===== src/rtl/hilo_div_unit_if.sv =====
// Datapath-facing bundle of the HI/LO divider: decode flags, operands, stall and read-back.
// The datapath drives through master; the divider attaches as slave.
interface hilo_div_unit_if #(
    parameter int unsigned WIDTH = 32
);
    logic             isDiv;
    logic             ismfhi;
    logic [WIDTH-1:0] dividend;
    logic [WIDTH-1:0] divisor;
    logic             busy;
    logic [WIDTH-1:0] mfData;
    logic [WIDTH-1:0] hi;
    logic [WIDTH-1:0] lo;

    modport master (
        output isDiv, ismfhi, dividend, divisor,
        input  busy, mfData, hi, lo
    );

    modport slave (
        input  isDiv, ismfhi, dividend, divisor,
        output busy, mfData, hi, lo
    );
endinterface


===== src/rtl/hilo_div_unit.sv =====
// Multi-cycle signed restoring divider owning the MIPS HI/LO pair.
// Stalls the PC while dividing; quotient goes to LO and remainder to HI.
module hilo_div_unit #(
    parameter int unsigned WIDTH = 32
) (
    input logic             clock,
    input logic             reset,
    hilo_div_unit_if.slave  bus
);
    localparam int unsigned CW = $clog2(WIDTH + 1);

    typedef enum logic [1:0] {StIdle, StCalc, StFix, StDone} state_e;

    state_e           stateQ, stateD;
    logic [WIDTH-1:0] remQ, remD;
    logic [WIDTH-1:0] quoQ, quoD;
    logic [WIDTH-1:0] dvsrQ, dvsrD;
    logic [CW-1:0]    countQ, countD;
    logic             qNegQ, qNegD;
    logic             rNegQ, rNegD;
    logic             dzQ, dzD;
    logic [WIDTH-1:0] hiQ, hiD;
    logic [WIDTH-1:0] loQ, loD;

    logic [WIDTH-1:0] absDividend, absDivisor;
    logic [WIDTH:0]   shifted, trial;

    // Most negative operand wraps to itself, which is still its unsigned magnitude.
    assign absDividend = bus.dividend[WIDTH-1] ? -bus.dividend : bus.dividend;
    assign absDivisor  = bus.divisor[WIDTH-1]  ? -bus.divisor  : bus.divisor;

    assign shifted = {remQ, quoQ[WIDTH-1]};
    assign trial   = shifted - {1'b0, dvsrQ};

    always_comb begin
        stateD = stateQ;
        remD   = remQ;
        quoD   = quoQ;
        dvsrD  = dvsrQ;
        countD = countQ;
        qNegD  = qNegQ;
        rNegD  = rNegQ;
        dzD    = dzQ;
        hiD    = hiQ;
        loD    = loQ;

        unique case (stateQ)
            StIdle: begin
                if (bus.isDiv) begin
                    quoD   = absDividend;
                    dvsrD  = absDivisor;
                    qNegD  = bus.dividend[WIDTH-1] ^ bus.divisor[WIDTH-1];
                    rNegD  = bus.dividend[WIDTH-1];
                    remD   = '0;
                    countD = CW'(WIDTH);
                    dzD    = (bus.divisor == '0);
                    stateD = (bus.divisor == '0) ? StFix : StCalc;
                end
            end
            StCalc: begin
                if (!trial[WIDTH]) begin
                    remD = trial[WIDTH-1:0];
                    quoD = {quoQ[WIDTH-2:0], 1'b1};
                end else begin
                    remD = shifted[WIDTH-1:0];
                    quoD = {quoQ[WIDTH-2:0], 1'b0};
                end
                countD = countQ - 1'b1;
                if (countQ == CW'(1)) begin
                    stateD = StFix;
                end
            end
            StFix: begin
                // On divide-by-zero quo still holds |dividend|, so re-signing restores it.
                if (dzQ) begin
                    loD = '1;
                    hiD = rNegQ ? -quoQ : quoQ;
                end else begin
                    loD = qNegQ ? -quoQ : quoQ;
                    hiD = rNegQ ? -remQ : remQ;
                end
                stateD = StDone;
            end
            StDone: begin
                stateD = StIdle;
            end
            default: stateD = StIdle;
        endcase
    end

    always_ff @(posedge clock) begin
        if (reset) begin
            stateQ <= StIdle;
            remQ   <= '0;
            quoQ   <= '0;
            dvsrQ  <= '0;
            countQ <= '0;
            qNegQ  <= 1'b0;
            rNegQ  <= 1'b0;
            dzQ    <= 1'b0;
            hiQ    <= '0;
            loQ    <= '0;
        end else begin
            stateQ <= stateD;
            remQ   <= remD;
            quoQ   <= quoD;
            dvsrQ  <= dvsrD;
            countQ <= countD;
            qNegQ  <= qNegD;
            rNegQ  <= rNegD;
            dzQ    <= dzD;
            hiQ    <= hiD;
            loQ    <= loD;
        end
    end

    assign bus.busy   = ((stateQ == StIdle) && bus.isDiv) || (stateQ == StCalc)
                        || (stateQ == StFix);
    assign bus.mfData = bus.ismfhi ? hiQ : loQ;
    assign bus.hi     = hiQ;
    assign bus.lo     = loQ;
endmodule


===== src/flat_wrapper.sv =====
// flat-port wrapper written by rule: the top's interface ports become plain ports
module hilo_div_unit_flat 
#(
    parameter int unsigned WIDTH = 32
)
  (clock, reset, bus_isDiv, bus_ismfhi, bus_dividend, bus_divisor, bus_busy, bus_mfData, bus_hi, bus_lo);
  hilo_div_unit_if #(.WIDTH(WIDTH)) bus_i ();
  input logic clock;
  input logic reset;
  input wire logic [$bits(bus_i.isDiv)-1:0] bus_isDiv;
  input wire logic [$bits(bus_i.ismfhi)-1:0] bus_ismfhi;
  input wire logic [$bits(bus_i.dividend)-1:0] bus_dividend;
  input wire logic [$bits(bus_i.divisor)-1:0] bus_divisor;
  output wire logic [$bits(bus_i.busy)-1:0] bus_busy;
  output wire logic [$bits(bus_i.mfData)-1:0] bus_mfData;
  output wire logic [$bits(bus_i.hi)-1:0] bus_hi;
  output wire logic [$bits(bus_i.lo)-1:0] bus_lo;
  assign bus_i.isDiv = bus_isDiv;
  assign bus_i.ismfhi = bus_ismfhi;
  assign bus_i.dividend = bus_dividend;
  assign bus_i.divisor = bus_divisor;
  assign bus_busy = bus_i.busy;
  assign bus_mfData = bus_i.mfData;
  assign bus_hi = bus_i.hi;
  assign bus_lo = bus_i.lo;
  hilo_div_unit #(.WIDTH(WIDTH)) u_core (.clock(clock), .reset(reset), .bus(bus_i));
endmodule

===== config.mk =====
export PLATFORM = sky130hd
export DESIGN_NAME = hilo_div_unit_flat
export DESIGN_NICKNAME = d
export VERILOG_FILES = /design/src/rtl/hilo_div_unit_if.sv /design/src/rtl/hilo_div_unit.sv /design/src/flat_wrapper.sv
export SDC_FILE = /design/constraint.sdc
export NUM_CORES = 1
export LEC_CHECK = 0
export ABC_AREA = 1
export ABC_CLOCK_PERIOD_IN_PS = 2900
export BUFFER_PORTS_ARGS = -buffer_cell sky130_fd_sc_hd__clkbuf_2
export CAP_MARGIN = 30
export CORE_ASPECT_RATIO = 1.75
export CORE_MARGIN = 2
export CORE_UTILIZATION = 48
export CTS_CLUSTER_DIAMETER = 150
export DETAILED_ROUTE_END_ITERATION = 10
export PLACE_DENSITY = 0.68
export SYNTH_ARGS = -nofsm -noshare
export SYNTH_HDL_FRONTEND = slang
export SYNTH_SLANG_ARGS = --single-unit

===== constraint.sdc =====
create_clock -name clock -period 2.9 [get_ports clock]
set_input_delay 0.145 -clock clock [delete_from_list [all_inputs] [get_ports clock]]
set_output_delay 0.145 -clock clock [all_outputs]
set_load 0.02 [all_outputs]

==> results of run 1 <==
## layout by cell type (no fill, tap or decap), types with 18 or more instances in the layout
master / n
o211ai_1: 19
nand2_2: 34
ha_1: 40
o21ai_0: 155
buf_4: 35
nand2_1: 568
a31oi_1: 23
xor2_1: 49
a21oi_2: 19
clkbuf_2: 163
dfxtp_1: 171
nand3_1: 200
nand4_1: 38
nand3_2: 18
inv_1: 377
a21oi_1: 241
o22ai_1: 18
nor3_1: 29
nor2_1: 214
## cells in the mapped netlist, drive strengths merged
library cell / instances / share of area
mux2: 4 / 0.0031
o221a: 3 / 0.0024
o221ai: 1 / 0.00061
and2: 5 / 0.0022
a31oi: 23 / 0.010
xor2: 49 / 0.030
o211ai: 19 / 0.0099
a21oi: 262 / 0.098
inv: 391 / 0.10
nand2: 610 / 0.17
o31ai: 4 / 0.0021
a211oi: 1 / 0.00052
dfxtp: 171 / 0.24
nor4: 3 / 0.0013
buf: 23 / 0.010
ha: 41 / 0.036
nor3b: 1 / 0.00087
nand3b: 13 / 0.0068
xnor2: 13 / 0.0079
a221oi: 4 / 0.0024
nor3: 32 / 0.012
clkbuf: 77 / 0.020
o21bai: 6 / 0.0031
nor2: 218 / 0.058
clkinv: 4 / 0.0010
a21o: 3 / 0.0016
nand3: 220 / 0.085
fa: 1 / 0.0014
or2: 4 / 0.0017
o21ai: 161 / 0.056
o22ai: 18 / 0.0079
nand4: 38 / 0.017
and3: 2 / 0.00087
## sequential cells by signal, summed over array words and instances (netlist names)
signal and cells:
u_core.bus.hi 32, u_core.bus.lo 32, u_core.countQ 6, u_core.dvsrQ 32, u_core.dzQ 1, u_core.qNegQ 1, u_core.quoQ 32, u_core.rNegQ 1
u_core.remQ 32, u_core.stateQ 2
## power by group through the flow
stage          Combinational [mW]  Sequential, mW  Clock, mW
3_5_place_dp                 7.76            3.66          0
3_3_place_gp                 7.71            3.64          0
4_1_cts                      7.80            3.62       2.67
2_1_floorplan                4.89            3.88          0
6_report                     7.93            3.64       2.66
5_1_grt                      8.60            3.69       2.77
## worst max-delay path by stage
stage,startpoint,endpoint,slack (ns),cells after the start
finish,u_core.quoQ[0]$_SDFFE_PP0P_,u_core.bus.hi[24]$_SDFFE_PP0P_,0.21,13
floorplan,u_core.quoQ[31]$_SDFFE_PP0P_,u_core.remQ[15]$_SDFFE_PP0P_,0.61,18
detailed placement,u_core.quoQ[31]$_SDFFE_PP0P_,u_core.remQ[20]$_SDFFE_PP0P_,0.27,17
global route,u_core.quoQ[31]$_SDFFE_PP0P_,u_core.remQ[18]$_SDFFE_PP0P_,0.008,17
global placement,u_core.quoQ[31]$_SDFFE_PP0P_,u_core.remQ[21]$_SDFFE_PP0P_,0.33,17
CTS,u_core.quoQ[31]$_SDFFE_PP0P_,u_core.remQ[20]$_SDFFE_PP0P_,0.25,17
## final cells by class
type	instances	area (µm²)
clock buffers	22	454
clock inverters	10	211
fillers	3061	13200
inverters	395	1480
multi-input cells	1759	9010
flip-flops and latches	171	3420
well taps	382	478
repair buffers	202	1150
## cells by family after synthesis
group	Yosys count	synth area share
buffers and inverters	495	0.134
AO/OA/AOI/OAI	505	0.195
adder cells (fa/ha/maj)	42	0.0372
flip-flops	171	0.239
AND/OR/NAND/NOR	1146	0.355
XOR/XNOR	62	0.0379
multiplexers	4	0.00314
## worst reg2reg max path: cells and delay by family (launching register included)
family,cells,cell delay (ns)
xor gates and xnor gates,1,0.20
AOI/OAI and AO/OA,1,0.21
buffers and inverters,5,0.56
DFF,1,0.34
adders and majority gates,1,0.35
and+or+nand+nor,5,0.93
## metrics by stage
stage	power, mW	setup WS [ns]	area (µm²)	hold slack, ns
after floorplan	8.77	0.606	14300	0.299
after global placement	11.3	0.333	15500	0.476
after detailed placement	11.4	0.266	15500	0.484
after CTS	14.1	0.248	16200	0.0276
after global routing	15.1	0.00795	16200	0.0535
final	14.2	0.210	16200	0.0349
## routing by layer
metal | wire length, µm | GRT usage | part of all wire
met2 | 26800 | 0.597 | 0.50
met3 | 2030 | 0.0353 | 0.038
met4 | 5180 | 0.305 | 0.097
met1 | 19200 | 0.332 | 0.36
met5 | 0 | 0 | 0
## repair_timing
item / 4_1_cts / 5_1_grt
hold buffers: 1 / 0
buffers inserted: 0 / 0
resized for setup: 0 / 0
endpoints found under the hold margin: 1 / 0
==> results.md, run 1 <==
- Least-Margin Pin Slew: 0.715 ns
- Port Buffers: 164
- Violation count after the first detailed-route iteration: 1060
- Num rows: 83
- Worst R2R Start: u_core.quoQ[0]$_SDFFE_PP0P_
- Relative max-transition margin: 0.523
- Arr. time, crit path: 3.05 ns
- Post-Route WL: 53300 µm
- Final setup TNS: 0 ns
- CTS max path bufs: 2
- Die width: 135 µm
- Final period util: 0.927
- Clock transition at path regs: 0.07 ns
- Worst min-delay path class: in -> reg
- Net switching power: 7.21 mW
- Crit-path max FO: 5
- Total via count in the routed design: 16400
- # setup viols final: 0
- Post-synthesis register bit count: 171
- Min-Delay Path Depth: 3
- Max_cap viols: 0
- Hold Path End: u_core.dvsrQ[19]$_SDFFE_PP0P_
- Fin nets: 2656
- Required time of the critical path: 3.26 ns
- VDD IR max: 0.000490 V
- Library cells used by synthesis: 48
- CP startpoint kind: register
- Most frequent CP cell: inv_1
- Reg-to-Reg End: u_core.bus.hi[24]$_SDFFE_PP0P_
- Initial antenna violation count: 0
- Final core utilization: 0.552
- Sequential Power Share: 0.256
- Crit path buffers/inverters: 5
- H-Tree Depth: 4
- Critical Path End Type: register
- Power Density: 878 mW/mm²
- Maximum clock rate: 372 MHz
- DRC: 0
- Cells after synthesis: 2425
- Syn Area/Cell: 5.91 µm²
- Fin. max-slew vios: 0
- Leakage power: 8.18 nW
- Placer Congestion: 1.10
- Sink Count: 171
- RSZ-0062 raised after global routing: false
- Root Buffer Master: clkbuf_16
- Outcome: completed
- Crit path kind: reg -> reg
- R2R Setup Slk: 0.21 ns
- Worst r2r path cells: 13
- Skew final: 0.0164 ns
- Die height: 233 µm
- Synthesized area: 0.0143 mm²
- CP top delay family: simple AND/OR/NAND/NOR gates
- Initial Util: 0.488
- Period minus WS final: 2.69 ns
- DP Cell Count: 2908
- Tot GR Track Use: 0.333
- P_int: 7.02 mW
- Core box area: 0.0294 mm²
- HP Start: bus_divisor[19]
- Post-Layout Cell Count: 2941
- Crit-path cells: inv_1 > ha_1 > inv_1 > nor3_1 > buf_4 > inv_1 > nor2_1 > nand3_1 > xor2_1 > o21ai_0 > nand3_1 > nand2_1 > inv_1
- Largest net degree at the start of global routing: 60
- Grt ovf: 0
- Syn Nets: 2535
- Routed Antenna Nets: 0
- Switching fraction of total power: 0.507
- Die ar.: 0.0313 mm²
- Wire length per cell: 18.1 µm
- Hpwl dp: 42100 µm
- # diodes: 0
- Worst-Skew Late Latency: 0.47 ns
- Combinational fraction of design power: 0.557
- Vias/cell: 5.57
- CP max stage delay: 0.38 ns
- Clock power frac: 0.187
- Ports: 165
- CTS buffer count: 17
- Slowest CP cell: nor2_1
- DRT Pass-1 Iters: 6
- Seq/Total Area, Yosys: 0.239
- Final hold violations: 0
- First-pass GRT wire length: 81000 µm
- Area grow syn2layout: 13.1%
- Vias in the first global route: 15700
- Layout cells sized above 1: 0.135
- CTS tree: yes
- Yosys warnings: 0
Power figures use the tool's default switching activity.
==> run 2, diff against run 1 <==
- CORE_UTILIZATION: 48 -> 35
- PLACE_DENSITY: 0.68 -> not set
==> results.md, run 2 (synthesis results as in run 1) <==
- Clock power frac: 0.180 (was 0.187)
- # diodes: 0 (unchanged)
- CTS Hold Bufs: 0 (was 1)
- Layout cells sized above 1: 0.137 (was 0.135)
- Worst min-delay path class: in -> reg (unchanged)
- Sink Count: 171 (unchanged)
- Max_cap viols: 0 (unchanged)
- Arr. time, crit path: 3.13 ns (was 3.05 ns)
- Ports: 165 (unchanged)
- Commonest non-fill, non-tap cells in the layout: 568 x nand2_1, 376 x inv_1, 241 x a21oi_1 (was 568 x nand2_1, 377 x inv_1, 241 x a21oi_1)
- Power Density: 865 mW/mm² (was 878 mW/mm²)
- DP Cell Count: 3073 (was 2908)
- Fin nets: 2653 (was 2656)
- Setup slack after layout: 0.130 ns (was 0.210 ns)
- Fin. max-slew vios: 0 (unchanged)
- CTS max path bufs: 2 (unchanged)
- Area grow syn2layout: 14.4% (was 13.1%)
- Routed Antenna Nets: 0 (unchanged)
- Final setup TNS: 0 ns (unchanged)
- Outcome: completed (unchanged)
- CP startpoint kind: register (unchanged)
- Vias in the first global route: 15400 (was 15700)
- Most frequent CP cell: inv_1 (unchanged)
- Total via count in the routed design: 16200 (was 16400)
- DRT Pass-1 Iters: 5 (was 6)
- Core box area: 0.0406 mm² (was 0.0294 mm²)
- Worst-Skew Late Latency: 0.46 ns (was 0.47 ns)
- Min-Delay Path Depth: 4 (was 3)
- Required time of the critical path: 3.26 ns (about the same)
- Vias/cell: 5.21 (was 5.57)
- VDD IR max: 0.000364 V (was 0.000490 V)
- Clock transition at path regs: 0.07 ns (about the same)
- GRT Max-Usage Layer: met2 (unchanged)
- Worst r2r path cells: 13 (unchanged)
- Least-Margin Pin Slew: 0.781 ns (was 0.715 ns)
- Largest net degree at the start of global routing: 64 (was 60)
- Dpl ws: 0.170 ns (was 0.266 ns)
- Violation count after the first detailed-route iteration: 1033 (was 1060)
- Wire length per cell: 18.2 µm (was 18.1 µm)
- Crit-path cells: inv_1 > ha_1 > inv_1 > nor3_1 > buf_4 > inv_1 > nor2_1 > nand3_1 > xor2_1 > o21ai_0 > nand3_1 > nand2_1 > inv_1 (unchanged)
- H-Tree Depth: 4 (unchanged)
- Initial antenna violation count: 0 (unchanged)
- Die height: 272 µm (was 233 µm)
- Maximum clock rate: 361 MHz (was 372 MHz)
- Final period util: 0.955 (was 0.927)
- Hpwl dp: 45600 µm (was 42100 µm)
- M1 GR Usage: 0.257 (was 0.332)
- Grt ovf: 0 (unchanged)
- GR Util met2: 0.487 (was 0.597)
- Crit path kind: reg -> reg (unchanged)
- Switching fraction of total power: 0.524 (was 0.507)
- Root Buffer Master: clkbuf_16 (unchanged)
- Crit path buffers/inverters: 5 (unchanged)
- Worst path depth: 13 (unchanged)
- Total power after layout: 14.2 mW (about the same)
- Fill cells: 4452 (was 3061)
- CP top delay family: simple AND/OR/NAND/NOR gates (unchanged)
- Register area: 0.00342 mm² (unchanged)
- DRC: 0 (unchanged)
- Port Buffers: 164 (unchanged)
- Relative max-transition margin: 0.479 (was 0.523)
- Placer Congestion: 0.978 (was 1.10)
- Initial Util: 0.353 (was 0.488)
- Final hold violations: 0 (unchanged)
- Die ar.: 0.0427 mm² (was 0.0313 mm²)
- Crit-path max FO: 5 (unchanged)
- Critical Path End Type: register (unchanged)
- Num rows: 98 (was 83)
- Post-Layout Cell Count: 3106 (was 2941)
- Slowest CP cell: ha_1 (was nor2_1)
- Most common cell after layout, fill and taps aside: nand2_1 (unchanged)
- Sequential Power Share: 0.257 (was 0.256)
- Multi-input logic area: 0.00905 mm² (was 0.00901 mm²)
- CTS buffer count: 17 (unchanged)
- CTS tree: yes (unchanged)
- Post-Route WL: 56600 µm (was 53300 µm)
- GRT met3 Usage: 0.0239 (was 0.0353)
- Worst hold slack: 0.0442 ns (was 0.0349 ns)
- P_int: 6.76 mW (was 7.02 mW)
- RSZ-0062 raised after global routing: false (unchanged)
- Leakage power: 8.16 nW (was 8.18 nW)
- Die width: 157 µm (was 135 µm)
- Period minus WS final: 2.77 ns (was 2.69 ns)
- First-pass GRT wire length: 84900 µm (was 81000 µm)
- Tot GR Track Use: 0.259 (was 0.333)
- CP max stage delay: 0.40 ns (was 0.38 ns)
- Combinational fraction of design power: 0.564 (was 0.557)
- Skew final: 0.0130 ns (was 0.0164 ns)
- Net switching power: 7.43 mW (was 7.21 mW)
- # setup viols final: 0 (unchanged)
[run 2: area by class of cell]
class                   instances  share of cell area
clock buffers                  18              0.0268
clock inverters                14              0.0124
inverters                     395              0.0904
multi-input cells            1760               0.552
flip-flops and latches        171               0.209
well taps                     550              0.0419
repair buffers                198              0.0680
[run 2: worst register-to-register path: stages (launching register included)]
cell	delay [ns]
dfxtp_1	0.32
inv_1	0.21
ha_1	0.40
inv_1	0.11
nor3_1	0.17
buf_4	0.19
inv_1	0.05
nor2_1	0.36
nand3_1	0.23
xor2_1	0.21
o21ai_0	0.19
nand3_1	0.11
nand2_1	0.09
inv_1	0.04
[run 2: final timing paths]
path | start | endpoint | slack (ns)
hold / removal | bus_dividend[25] | u_core.quoQ[25]$_SDFFE_PP0P_ | 0.04
hold reg to reg | u_core.countQ[0]$_SDFFE_PP0P_ | u_core.countQ[0]$_SDFFE_PP0P_ | 0.50
setup / recovery | u_core.quoQ[0]$_SDFFE_PP0P_ | u_core.bus.hi[24]$_SDFFE_PP0P_ | 0.13
setup reg to reg | u_core.quoQ[0]$_SDFFE_PP0P_ | u_core.bus.hi[24]$_SDFFE_PP0P_ | 0.13
[run 2: routing by layer]
metal	vias to the layer above	wire, µm
li1	8072	-
met3	167	1880
met2	525	29900
met5	-	0
met1	7410	20200
met4	0	4580
[run 2: metrics by stage]
stage	utilization	area, µm²
after floorplan	-	14300
after global placement	0.386	15700
after detailed placement	0.387	15700
after CTS	0.403	16400
after global routing	0.404	16400
final	0.404	16400
[run 2: repair_timing]
action                                  4_1_cts  5_1_grt
buffers inserted                              0        0
gates resized for setup                       0        4
endpoints found under the hold margin         0        0
endpoints found under the setup margin        0       20
[run 2: power groups by stage]
stage | Sequential [mW] | Clock [mW] | Combinational [mW]
floorplan | 3.88 | 0 | 4.89
global placement | 3.66 | 0 | 7.85
finish | 3.64 | 2.55 | 8.00
CTS | 3.64 | 2.59 | 7.92
global route | 3.72 | 2.67 | 8.75
detailed placement | 3.69 | 0 | 7.88
